## src/rtl/safe_timer.sv

```systemverilog
// Loadable down counter shared by the lockout and auto-relock timeouts; holds at zero.
module safe_timer #(
    parameter int unsigned W = 8
) (
    input  logic         clk,
    input  logic         rst_n,
    input  logic         load,
    input  logic [W-1:0] load_val,
    output logic         done
);

    logic [W-1:0] cnt;

    always_ff @(posedge clk) begin
        if (!rst_n) begin
            cnt <= '0;
        end else if (load) begin
            cnt <= load_val;
        end else if (cnt != '0) begin
            cnt <= cnt - W'(1);
        end
    end

    assign done = (cnt == '0);

endmodule

```

## config.mk

```make
export PLATFORM = sky130hd
export DESIGN_NAME = safe_timer
export DESIGN_NICKNAME = d
export VERILOG_FILES = /design/src/rtl/safe_timer.sv
export SDC_FILE = /design/constraint.sdc
export NUM_CORES = 1
export LEC_CHECK = 0
export BUFFER_PORTS_ARGS = -buffer_cell sky130_fd_sc_hd__buf_4
export CORE_AREA = 4 4 41 43
export DETAILED_ROUTE_END_ITERATION = 12
export DIE_AREA = 0 0 45 47
export GPL_ROUTABILITY_DRIVEN = 0
export SLEW_MARGIN = 30
export SYNTH_ARGS = -nofsm -noshare
export SYNTH_HDL_FRONTEND = slang
export SYNTH_SLANG_ARGS = --single-unit
```

## constraint.sdc

```tcl
create_clock -name clk -period 1.6 [get_ports clk]
set_input_delay 0.16 -clock clk [delete_from_list [all_inputs] [get_ports clk]]
set_output_delay 0.16 -clock clk [all_outputs]
set_load 0.01 [all_outputs]
```

==> results of run 1 <==
[layer usage]
metal / vias to the layer above / routed length (um) / global-route usage (%)
li1: 222 / - / -
met1: 197 / 494 / 15.1
met2: 10 / 476 / 16.4
met3: 2 / 52 / 3.83
met4: 0 / 22 / 10.5
met5: - / 0 / 0
[final cells by class]
cell class	count	area, um2	share of cell area [%]
Timing Repair Buffer	15	113	18.8
Clock buffer	3	22.5	3.77
Multi-Input combinational cell	38	272	45.4
Inverter	3	11.3	1.88
Tap cell	15	18.8	3.14
Sequential cell	8	161	27.0
[power by group through the flow]
stage	logic, W	registers [W]	clock network [W]
final	0.000194	0.000254	0.000158
after global routing	0.000217	0.000258	0.000175
after CTS	0.000186	0.000253	0.000165
after detailed placement	0.000179	0.000257	0
after global placement	0.000176	0.000257	0
after floorplan	0.000131	0.000252	0
[Yosys cell counts, drive strengths merged]
library cell,n
nor3,2
o21ai,3
a311oi,1
nand4b,1
nor4,1
inv,3
nor2,2
nor3b,2
a31oi,1
o31ai,4
a21oi,1
clkbuf,1
nand3,6
and4bb,1
o211ai,1
xor2,1
nand2,5
nand4,1
dfxtp,8
buf,1
mux2i,1
xnor2,3
ha,1
[through the flow]
stage,hold WS (ns),TNS [ns]
after floorplan,0.292,0
after global placement,0.390,0
after detailed placement,0.395,0
after CTS,0.127,0
after global routing,0.127,-0.00143
final,0.130,0
[critical path: stages, from the launching register on]
cell                       delay (ns)
sky130_fd_sc_hd__dfxtp_1         0.36
sky130_fd_sc_hd__nor4_4          0.34
sky130_fd_sc_hd__and4bb_2        0.29
sky130_fd_sc_hd__buf_4           0.12
[timing repair]
| item | CTS | global route |
|---|---|---|
| setup endpoints to repair | 1 | 4 |
| pin swaps | 1 | 1 |
| hold buffers | 0 | 0 |
| setup buffers | 1 | 1 |
| resized for setup | 1 | 1 |
[worst paths after layout]
| check | slack (ns) | endpoint | startpoint |
|---|---|---|---|
| worst min-delay path | 0.13 | cnt[2] | load_val[2] |
| worst min register to register | 0.50 | cnt[6] | cnt[6] |
| worst max register to register | 0.10 | cnt[5] | cnt[1] |
| worst max-delay path | 0.07 | done | cnt[2] |
[cell families (layout without fill, tap and decap cells)]
kind of cell / count (synthesis) / after routing / share of synthesized area (%)
simple gates: 21 / 21 / 29.5
compound gates: 11 / 11 / 17.2
flops: 8 / 8 / 35.0
buf+inv: 5 / 21 / 5.74
xor+xnor: 4 / 4 / 7.65
fa+ha+maj: 1 / 1 / 2.73
mux: 1 / 1 / 2.19
==> run summary, run 1 <==
The min-delay analysis places its worst path in the category in2reg. The cell area after synthesis is 458 um2. After detailed routing, the number of vias per cell comes to between 5 and 6.

By startpoint and endpoint, the worst setup path is classified as reg2out. The worst path arrival time is 1.37 ns. The part of the cycle the worst path needs came out at 95.7%. Once detailed placement completed, the half-perimeter wirelength came to 759 um. Detailed routing inserted a total of 431 vias. In this run, distinct cell masters in the synthesized netlist total 24.

The worst setup margin came out at just under 0.07 ns. CTS placed an instance of sky130_fd_sc_hd__clkbuf_4 at the clock tree root. The die area is 0.00212 mm2. The data required time at the worst endpoint came out at 1.44 ns.

The number of clock buffers added by TritonCTS is 3. The maximum fanout count along the critical path came out at 4. The final setup violation count is 0. The total wire length came out at 1050 um. The clock power share came out at 26.0%.

The total number of yosys warnings is 0. The relative slew slack is about 80%. The achievable frequency is 653 MHz. The routed length per instance came out at 12.7 um.

In this run the number of H-tree levels came out at 1. The top-area cell type share of the netlist area came out at 35.0%. The peak supply drop is between 0.4 and 0.5 mV. The first-pass iteration count of the detailed router is 2. Leaving out fill and tap cells, the most frequent cell in the layout is sky130_fd_sc_hd__buf_4. The total power of the final layout is 0.000605 W. The capturing element type of the critical path is a primary output. The insertion delay to the later sink of the worst-skew pair is 0.25 ns. TritonCTS built the clock tree. The synthesized design spends more area on one cell type than any other, namely sky130_fd_sc_hd__dfxtp_1. The maximum number of pins on one net before global-route repair is 12. The synthesis-to-layout area growth came out at 30.6%. The flow ran to the end, and the final reports show no timing, DRC or antenna violations. The part of the total power dissipated in sequential elements is 41.9%. The non-filler instance count after layout came out at 82. The core outline area is 0.00130 mm2.

The number of design-rule violations left by the first detailed-router iteration is 1. The number of max-slew violations in the final report came out at 0. The layout filler cell count is about 150. At the end of the flow the core is filled with cells to between 40% and 50%.

The post-route netlist has 34.3% of its cells at a drive strength greater than 1. Before CTS, the worst setup slack after placement is 0.125 ns. The clock slew at the register clock pins of the worst setup and hold paths came out at 0.05 ns.

The count of clock tree sinks is 8. The flip-flop count of the largest register, all copies and words added came out at 8. The overall die width came out at ~45 um. In the final layout, the registers with the most flip-flops are cnt (8).

By area the synthesized netlist is led by sky130_fd_sc_hd__dfxtp_1, sky130_fd_sc_hd__nand3_1, sky130_fd_sc_hd__o31ai_1. More flip-flops sit in one register than any other, and that register is cnt. The global-route usage over all layers is 12.0%. The number of rows created at floorplan came out at 13. The effective utilization at floorplan is 35.2%. Across the run, the number of max-cap violations was 0. The first-pass GRT wire length came out at around 1700 um. The mean area per synthesized cell is approximately 9 um2.

The initial antenna violation count came to 0. Sequential elements use 35.0% of the synthesized area. The number of nets still failing antenna checks after routing came out at 0. The switching power of the nets is about 0.00019 W. Of the total power, the share spent switching nets is 30.9%. After detailed routing, the number of remaining DRC violations is 0. The post-synthesis net count is 63. Counting I/O delays and the setup requirement, the final critical path takes around 1.5 ns.

The top cell types in the final layout, fill and taps aside, are sky130_fd_sc_hd__buf_4, sky130_fd_sc_hd__dfxtp_1, sky130_fd_sc_hd__nand3_1, sky130_fd_sc_hd__nand2_1, sky130_fd_sc_hd__o31ai_1. The worst setup path is launched from a register. The number of cells in the design after placement is 77.

Of the total power, combinational logic draws roughly a third. The vertical die dimension is 47 um. The final hold violation count came out at 0. The number of instances on the worst hold path is 3. The total number of nets in the final design is 81.

Synthesis handed over a netlist of 51 instances. Summed over all cells, the static leakage comes to 0.247 nW. The worst reg2reg path depth is 6. In this run the tool buffered the top-level ports with 11 buffer cells.

The number of synthesized register bits is 8. Pin placement for this block handled 12 I/O pins. The via count of the first global-routing pass is between 300 and 400.

The final worst clock skew is 0.00219 ns. The clock passes through at most 2 buffers. The post-route cell area is 598 um2. In this run the cell area measured after placement is about 560 um2.

The power per unit of standard cell area came out at ~1000 mW/mm2. The remaining global-route overflow is 0. The count of antenna diodes in the layout is 0.

The worst-margin pin slew came out at 0.290 ns. The internal power came out at 0.000418 W.
No activity file was read; power rests on OpenSTA's default activity.
==> inputs of run 2 (changes only) <==
Settings changed: SETUP_SLACK_MARGIN set to 0.3.
==> run 2 against run 1 <==
  * Non-clock buffer count increased by 1
  * Worst hold slack lost 0.014 ns
  * Setup slack improved by 0.091 ns
  * Clock skew is 0.0094 ns higher
  * Global-route usage rose by 0.16 points
  * Combinational power up 23%
==> run summary, run 2 (synthesized netlist as in run 1, its figures left out) <==
The peak supply drop came out at 0.472 mV. After filler insertion, the fill cell instance count of the layout stands at between 100 and 150. The global-route usage over all layers is about an eighth. STA classifies the critical path startpoint as a register. The vertical die dimension came out at roughly 47 um. The total number of nets in the final design is 82.

The clock period minus worst slack came out at between 1 and 1.5 ns. For the final database, setup skew stands at 0.0116 ns. The synthesis-to-layout area growth came out at 44.0%.

The post-detailed-route via-to-cell ratio is 5.42. In the layout the commonest cells are sky130_fd_sc_hd__buf_4, sky130_fd_sc_hd__nand3_1, sky130_fd_sc_hd__nand2_1, sky130_fd_sc_hd__dfxtp_1. The peak per-stage delay on the critical path is 0.35 ns. Setup repair after global routing could not meet its margin everywhere. The final setup violation count came out at 0.

The post-route core utilization is 50.7%. After clock tree synthesis, the clock-pin slew on the worst setup and hold paths is 0.07 ns. The overall die width came out at roughly 45 um. In this run the worst path has a maximum fanout of 2. The number of CTS-inserted buffers is 3. The worst reg2reg path depth came out at 5. The power per unit of standard cell area came out at 1020 mW/mm2. The worst register-to-register path begins at cnt[3]. Once detailed placement completed, the half-perimeter wirelength came to about 740 um. The maximum buffer depth of the clock tree is 2.

The number of instances on the worst hold path is 3. The post-route worst hold slack came out at 0.116 ns. The register containing the most flip-flops in the final layout is cnt. The core outline area came out at 0.00130 mm2. The flip-flop count of the largest register, all copies and words added came out at 8.

The routed layout has 455 vias. The cell with the biggest individual delay on the critical path is sky130_fd_sc_hd__dfxtp_4. Of the cells placed in the final design, the portion with a size suffix greater than 1 is 49.3%. The signal on the critical path passes through nor4_4, and4bb_4, buf_6. The largest delay contributor family on the critical path is simple AND/OR/NAND/NOR gates.

The number of buffers and inverters on the critical path came out at 1. The final hold violation count was 0. The worst slack after detailed placement is 0.177 ns. The worst path arrival time came out at around 1.3 ns.

The depth of the critical timing path with buffers and inverters included is 3. The die area is about 0.0021 mm2. The worst setup path is captured at a primary output. The hold-fix buffer count after cts is 0. The insertion delay to the later sink of the worst-skew pair is 0.27 ns.

The total leakage power came out at 0.263 nW. The number of max-slew violations in the final report came out at 0. The number of maximum-capacitance violations came out at 0.

TritonCTS built the clock tree. The largest registers in the layout are cnt (8). The routed design has about 1100 um of wire.

The effective utilization at floorplan came out at approximately a third. The via count of the first global-routing pass was 398. The achievable frequency came out at 695 MHz.

In this run the register-to-register setup slack is 0.19 ns. CTS saw 8 sinks. The number of DRC violations after detailed routing came out at 0.

In this run the most critical hold path is launched from load_val[4]. In the final routed layout, each cell accounts on average for 13.4 um. The count of antenna diodes in the layout is 0. For the pin with the worst max-slew slack, the measured transition is 0.276 ns.

The first-pass iteration count of the detailed router is 4. The data required time at the worst endpoint came out at approximately 1.4 ns. The relative slew slack is 81.6%. For hold timing, the worst endpoint is cnt[4]. In this run the clock root is driven by a sky130_fd_sc_hd__clkbuf_4. In this run the critical register-to-register path is captured at cnt[1]. The flow ran to the end, and the final reports show no timing, DRC or antenna violations. The initial antenna violation count came out at 0. The accumulated negative setup slack came out at 0 ns.

The class of the tightest hold or removal check is in2reg. The setup path with the least slack is of type reg2out. The maximum number of pins on one net before global-route repair is 12. The number of I/O pins is 12. The number of design-rule violations left by the first detailed-router iteration came out at 5.

The worst path uses between 80% and 90% of the clock period. The number of rows created at floorplan came out at 13. The first global-routing pass estimated approximately 1800 um of wire. The count of nets left with antenna violations once routing finished came out at 0. The number of H-tree levels is 1. The worst setup margin came out at 0.160 ns.

Leaving out fill and tap cells, the most frequent cell in the layout is sky130_fd_sc_hd__buf_4. The total power of the final layout is 0.000676 W. During placement, the flow inserted port buffers numbering 11. The remaining global-route overflow came out at 0.
run 2: changes by cell type in the layout (fill, tap and decap cells not counted), sizes merged:
| cell | delta |
|---|---|
| buf | +1 |
| clkbuf | +1 |
run 2: per-layer routing:
| metal | up-vias | global-route usage (%) | part of all wire [%] |
|---|---|---|---|
| li1 | 226 | - | - |
| met1 | 214 | 14.4 | 48 |
| met2 | 10 | 18.1 | 44 |
| met3 | 5 | 1.15 | 3.1 |
| met4 | 0 | 14.0 | 4.8 |
| met5 | - | 0 | 0 |
run 2: what timing repair did:
item	in CTS	in global routing
setup buffers	3	0
pin swaps	2	2
gates resized for setup	9	6
endpoints found under the hold margin	0	0
setup endpoints to repair	7	8
run 2: final cells by class:
class	instances	area (um2)	area share [%]
inverter	3	11.3	1.71
tap	15	18.8	2.85
clock buffer	4	26.3	3.98
timing repair buffer	16	128	19.4
multi-input combinational	38	305	46.3
sequential	8	170	25.8
run 2: how the worst max path moves through the flow:
stage               startpoint      to
floorplan               cnt[2]  cnt[1]
global placement        cnt[1]  cnt[1]
detailed placement      cnt[2]  cnt[1]
CTS                     cnt[3]    done
global route            cnt[3]    done
finish                  cnt[3]    done
run 2: stage by stage:
| step | instance area (um2) | instances |
|---|---|---|
| 2_1_floorplan | 464 | 51 |
| 3_3_place_gp | 566 | 77 |
| 3_5_place_dp | 566 | 77 |
| 4_1_cts | 643 | 84 |
| 5_1_grt | 659 | 84 |
| 6_report | 659 | 84 |
run 2: report_power, final:
group          internal (W)  switching [W]  leakage, nW
clock network     0.0000962      0.0000843       0.0150
registers          0.000227      0.0000289       0.0683
logic              0.000136       0.000104        0.179
run 2: worst reg2reg max path, stage by stage (launching register included):
cell	delay [ns]
sky130_fd_sc_hd__dfxtp_4	0.35
sky130_fd_sc_hd__nor4_4	0.28
sky130_fd_sc_hd__and4bb_4	0.27
sky130_fd_sc_hd__buf_4	0.17
sky130_fd_sc_hd__nor3b_2	0.06
sky130_fd_sc_hd__a311oi_2	0.17
==> inputs of run 3 (changes only) <==
Settings changed: BUFFER_PORTS_ARGS -buffer_cell sky130_fd_sc_hd__buf_4 to -buffer_cell sky130_fd_sc_hd__buf_2.
Clock period 1.6 ns to 1.7 ns, I/O delays scaled along.
==> run 3 against run 2 <==
  * Die area is the same
  * Design area fell by 7.0%
  * First-iteration DRC count up 60%
  * Global-route usage fell by 0.96 points
  * Clock skew decreased by 0.0097 ns
  * Flip-flop and latch count unchanged
  * Cell count shrank 1.2%
  * Critical path depth did not move
  * Non-clock buffer count is the same
==> run summary, run 3 (synthesized netlist as in run 1, its figures left out) <==
In the layout the commonest cells are sky130_fd_sc_hd__buf_2, sky130_fd_sc_hd__nand3_1, sky130_fd_sc_hd__nand2_1. The HPWL after detailed placement is 751 um. The accumulated negative setup slack is 0 ns. The via count of the first global-routing pass came out at 406. The global-route usage over all layers is 11.2%. The number of H-tree levels is 1. The analysis attributes to cell leakage a power of 0.251 nW.

Across the routed clock network, the largest skew measured is 0.00181 ns. The layout filler cell count came out at 137. Clock tree synthesis selected as its root buffer the cell sky130_fd_sc_hd__clkbuf_4. The die area is 0.00212 mm2.

The first-pass GRT wire length came out at 1700 um. The fraction of final layout cells with drive strength greater than 1 came out at roughly 43%. The critical path is of the reg2out type. The capturing element type of the critical path is a primary output.

The number of design-rule violations left by the first detailed-router iteration came out at 8. For the worst setup path, the data arrival time is 1.30 ns. The nature of the critical path startpoint is a register. The tree built by TritonCTS fans out to 8 sinks. For this block, the routed nets add up to 1050 um of wire.

The core outline area is roughly 0.0013 mm2. The relative slew slack is 82.9%. Timing would allow up to 682 MHz. The number of max-slew violations in the final report came to 0. Setup violations remaining at the end of the flow were counted as 0. At the pin with the least slew margin, the transition time is 0.256 ns.

The flow ran to the end, and the final reports show no timing, DRC or antenna violations. The number of DRC violations after detailed routing is 0. For this design the ratio of total power to cell area is 958 mW/mm2. More flip-flops sit in one register than any other, and that register is cnt. The total via count in the routed design came out at 428. The largest registers in the layout are cnt (8). The tightest min-delay check is of the in2reg type. The flip-flop count of the largest register, all copies and words added is 8. The maximum buffer depth of the clock tree is 2.

The peak supply drop is 0.489 mV. The number of rows created at floorplan is 13. The clock period minus worst slack is around 1.5 ns. The post-detailed-route via-to-cell ratio came out at 5.16. At the end of the flow the core is filled with cells to 47.1%. The most common cell after layout, fill and taps aside is sky130_fd_sc_hd__buf_2. The final hold violation count is 0. The effective utilization at floorplan came out at 35.2%. In this run the worst path has a maximum fanout of 2. The initial antenna violation count is 0.

The vertical die dimension came out at roughly 47 um. Measured along the x axis, the die boundary spans roughly 45 um. The total number of nets in the final design came out at 82. The count of antenna diodes in the layout came out at 0. The count of buffers inserted at the top-level ports is 11. The TritonCTS clock tree is done. The synthesis-to-layout area growth is 33.9%. The number of CTS-inserted buffers came out at 3. The number of maximum-capacitance violations came out at 0. The number of nets still failing antenna checks after routing came out at 0. The insertion delay to the later sink of the worst-skew pair came out at 0.26 ns. The clock slew at the register clock pins of the worst setup and hold paths came out at about 0.05 ns.

The first-pass iteration count of the detailed router came out at 4. The remaining global-route overflow is 0. The hold-fix buffer count after cts is 0. Entering global routing, the biggest net connects 12 pins.

The part of the cycle the worst path needs is about 86%. 12 I/O pins were placed. Setup repair after global routing could not meet its margin everywhere.

The data required time at the worst endpoint is 1.53 ns. The routed length per instance is 12.6 um.
## run 3: cell count changes in the layout (fill, tap and decap cells not counted), moves of 2 or more
cell                      before  now
sky130_fd_sc_hd__o31ai_1       2    4
sky130_fd_sc_hd__buf_4        14    4
sky130_fd_sc_hd__buf_2         0   10
sky130_fd_sc_hd__inv_2         2    0
sky130_fd_sc_hd__o31ai_2       2    0
sky130_fd_sc_hd__inv_1         1    3
## run 3: where the power goes
part | switching [W] | internal [W]
combinational | 0.0000898 | 0.000109
sequential | 0.0000257 | 0.000213
clock | 0.0000682 | 0.0000810
total | 0.000184 | 0.000404
## run 3: through the flow
| stage | std cells | total power (W) | worst slack, ns | cell area [um2] | hold WS, ns |
|---|---|---|---|---|---|
| 3_3_place_gp | 76 | 0.000397 | 0.178 | 524 | 0.408 |
| 2_1_floorplan | 51 | 0.000360 | 0.332 | 458 | 0.302 |
| 3_5_place_dp | 76 | 0.000398 | 0.130 | 524 | 0.409 |
| 4_1_cts | 82 | 0.000575 | 0.237 | 583 | 0.150 |
| 5_1_grt | 83 | 0.000617 | 0.206 | 613 | 0.178 |
| 6_report | 83 | 0.000587 | 0.234 | 613 | 0.146 |
## run 3: worst max-delay path, stage by stage (launching register included)
cell and delay, ns:
sky130_fd_sc_hd__dfxtp_4 0.35, sky130_fd_sc_hd__nor4_4 0.30, sky130_fd_sc_hd__and4bb_4 0.29, sky130_fd_sc_hd__buf_6 0.10
## run 3: timing repair
action | CTS | global route
pin swaps | 2 | 3
setup endpoints to repair | 7 | 7
resized for setup | 5 | 8
setup buffers | 3 | 1
## run 3: layout make-up
type	instances	area, um2	share of cell area (%)
Timing Repair Buffer	16	103	16.7
Inverter	3	11.3	1.84
Multi-Input combinational cell	38	285	46.5
Sequential cell	8	173	28.2
Clock buffer	3	22.5	3.67
Tap cell	15	18.8	3.06
## run 3: path summary, 6_finish.rpt
path / startpoint / endpoint / slack (ns) / depth (start not counted)
setup / recovery: cnt[4] / done / 0.23 / 3
hold / removal: load_val[4] / cnt[4] / 0.15 / 3
hold reg to reg: cnt[6] / cnt[6] / 0.52 / 2
setup reg to reg: cnt[4] / cnt[1] / 0.27 / 5
## run 3: metal layers
layer | part of all wire (%) | track usage (%) | routed length, um
met5 | 0 | 0 | 0
met4 | 1.6 | 8.77 | 17
met3 | 5.4 | 2.30 | 56
met2 | 46 | 18.1 | 477
met1 | 47 | 13.0 | 495
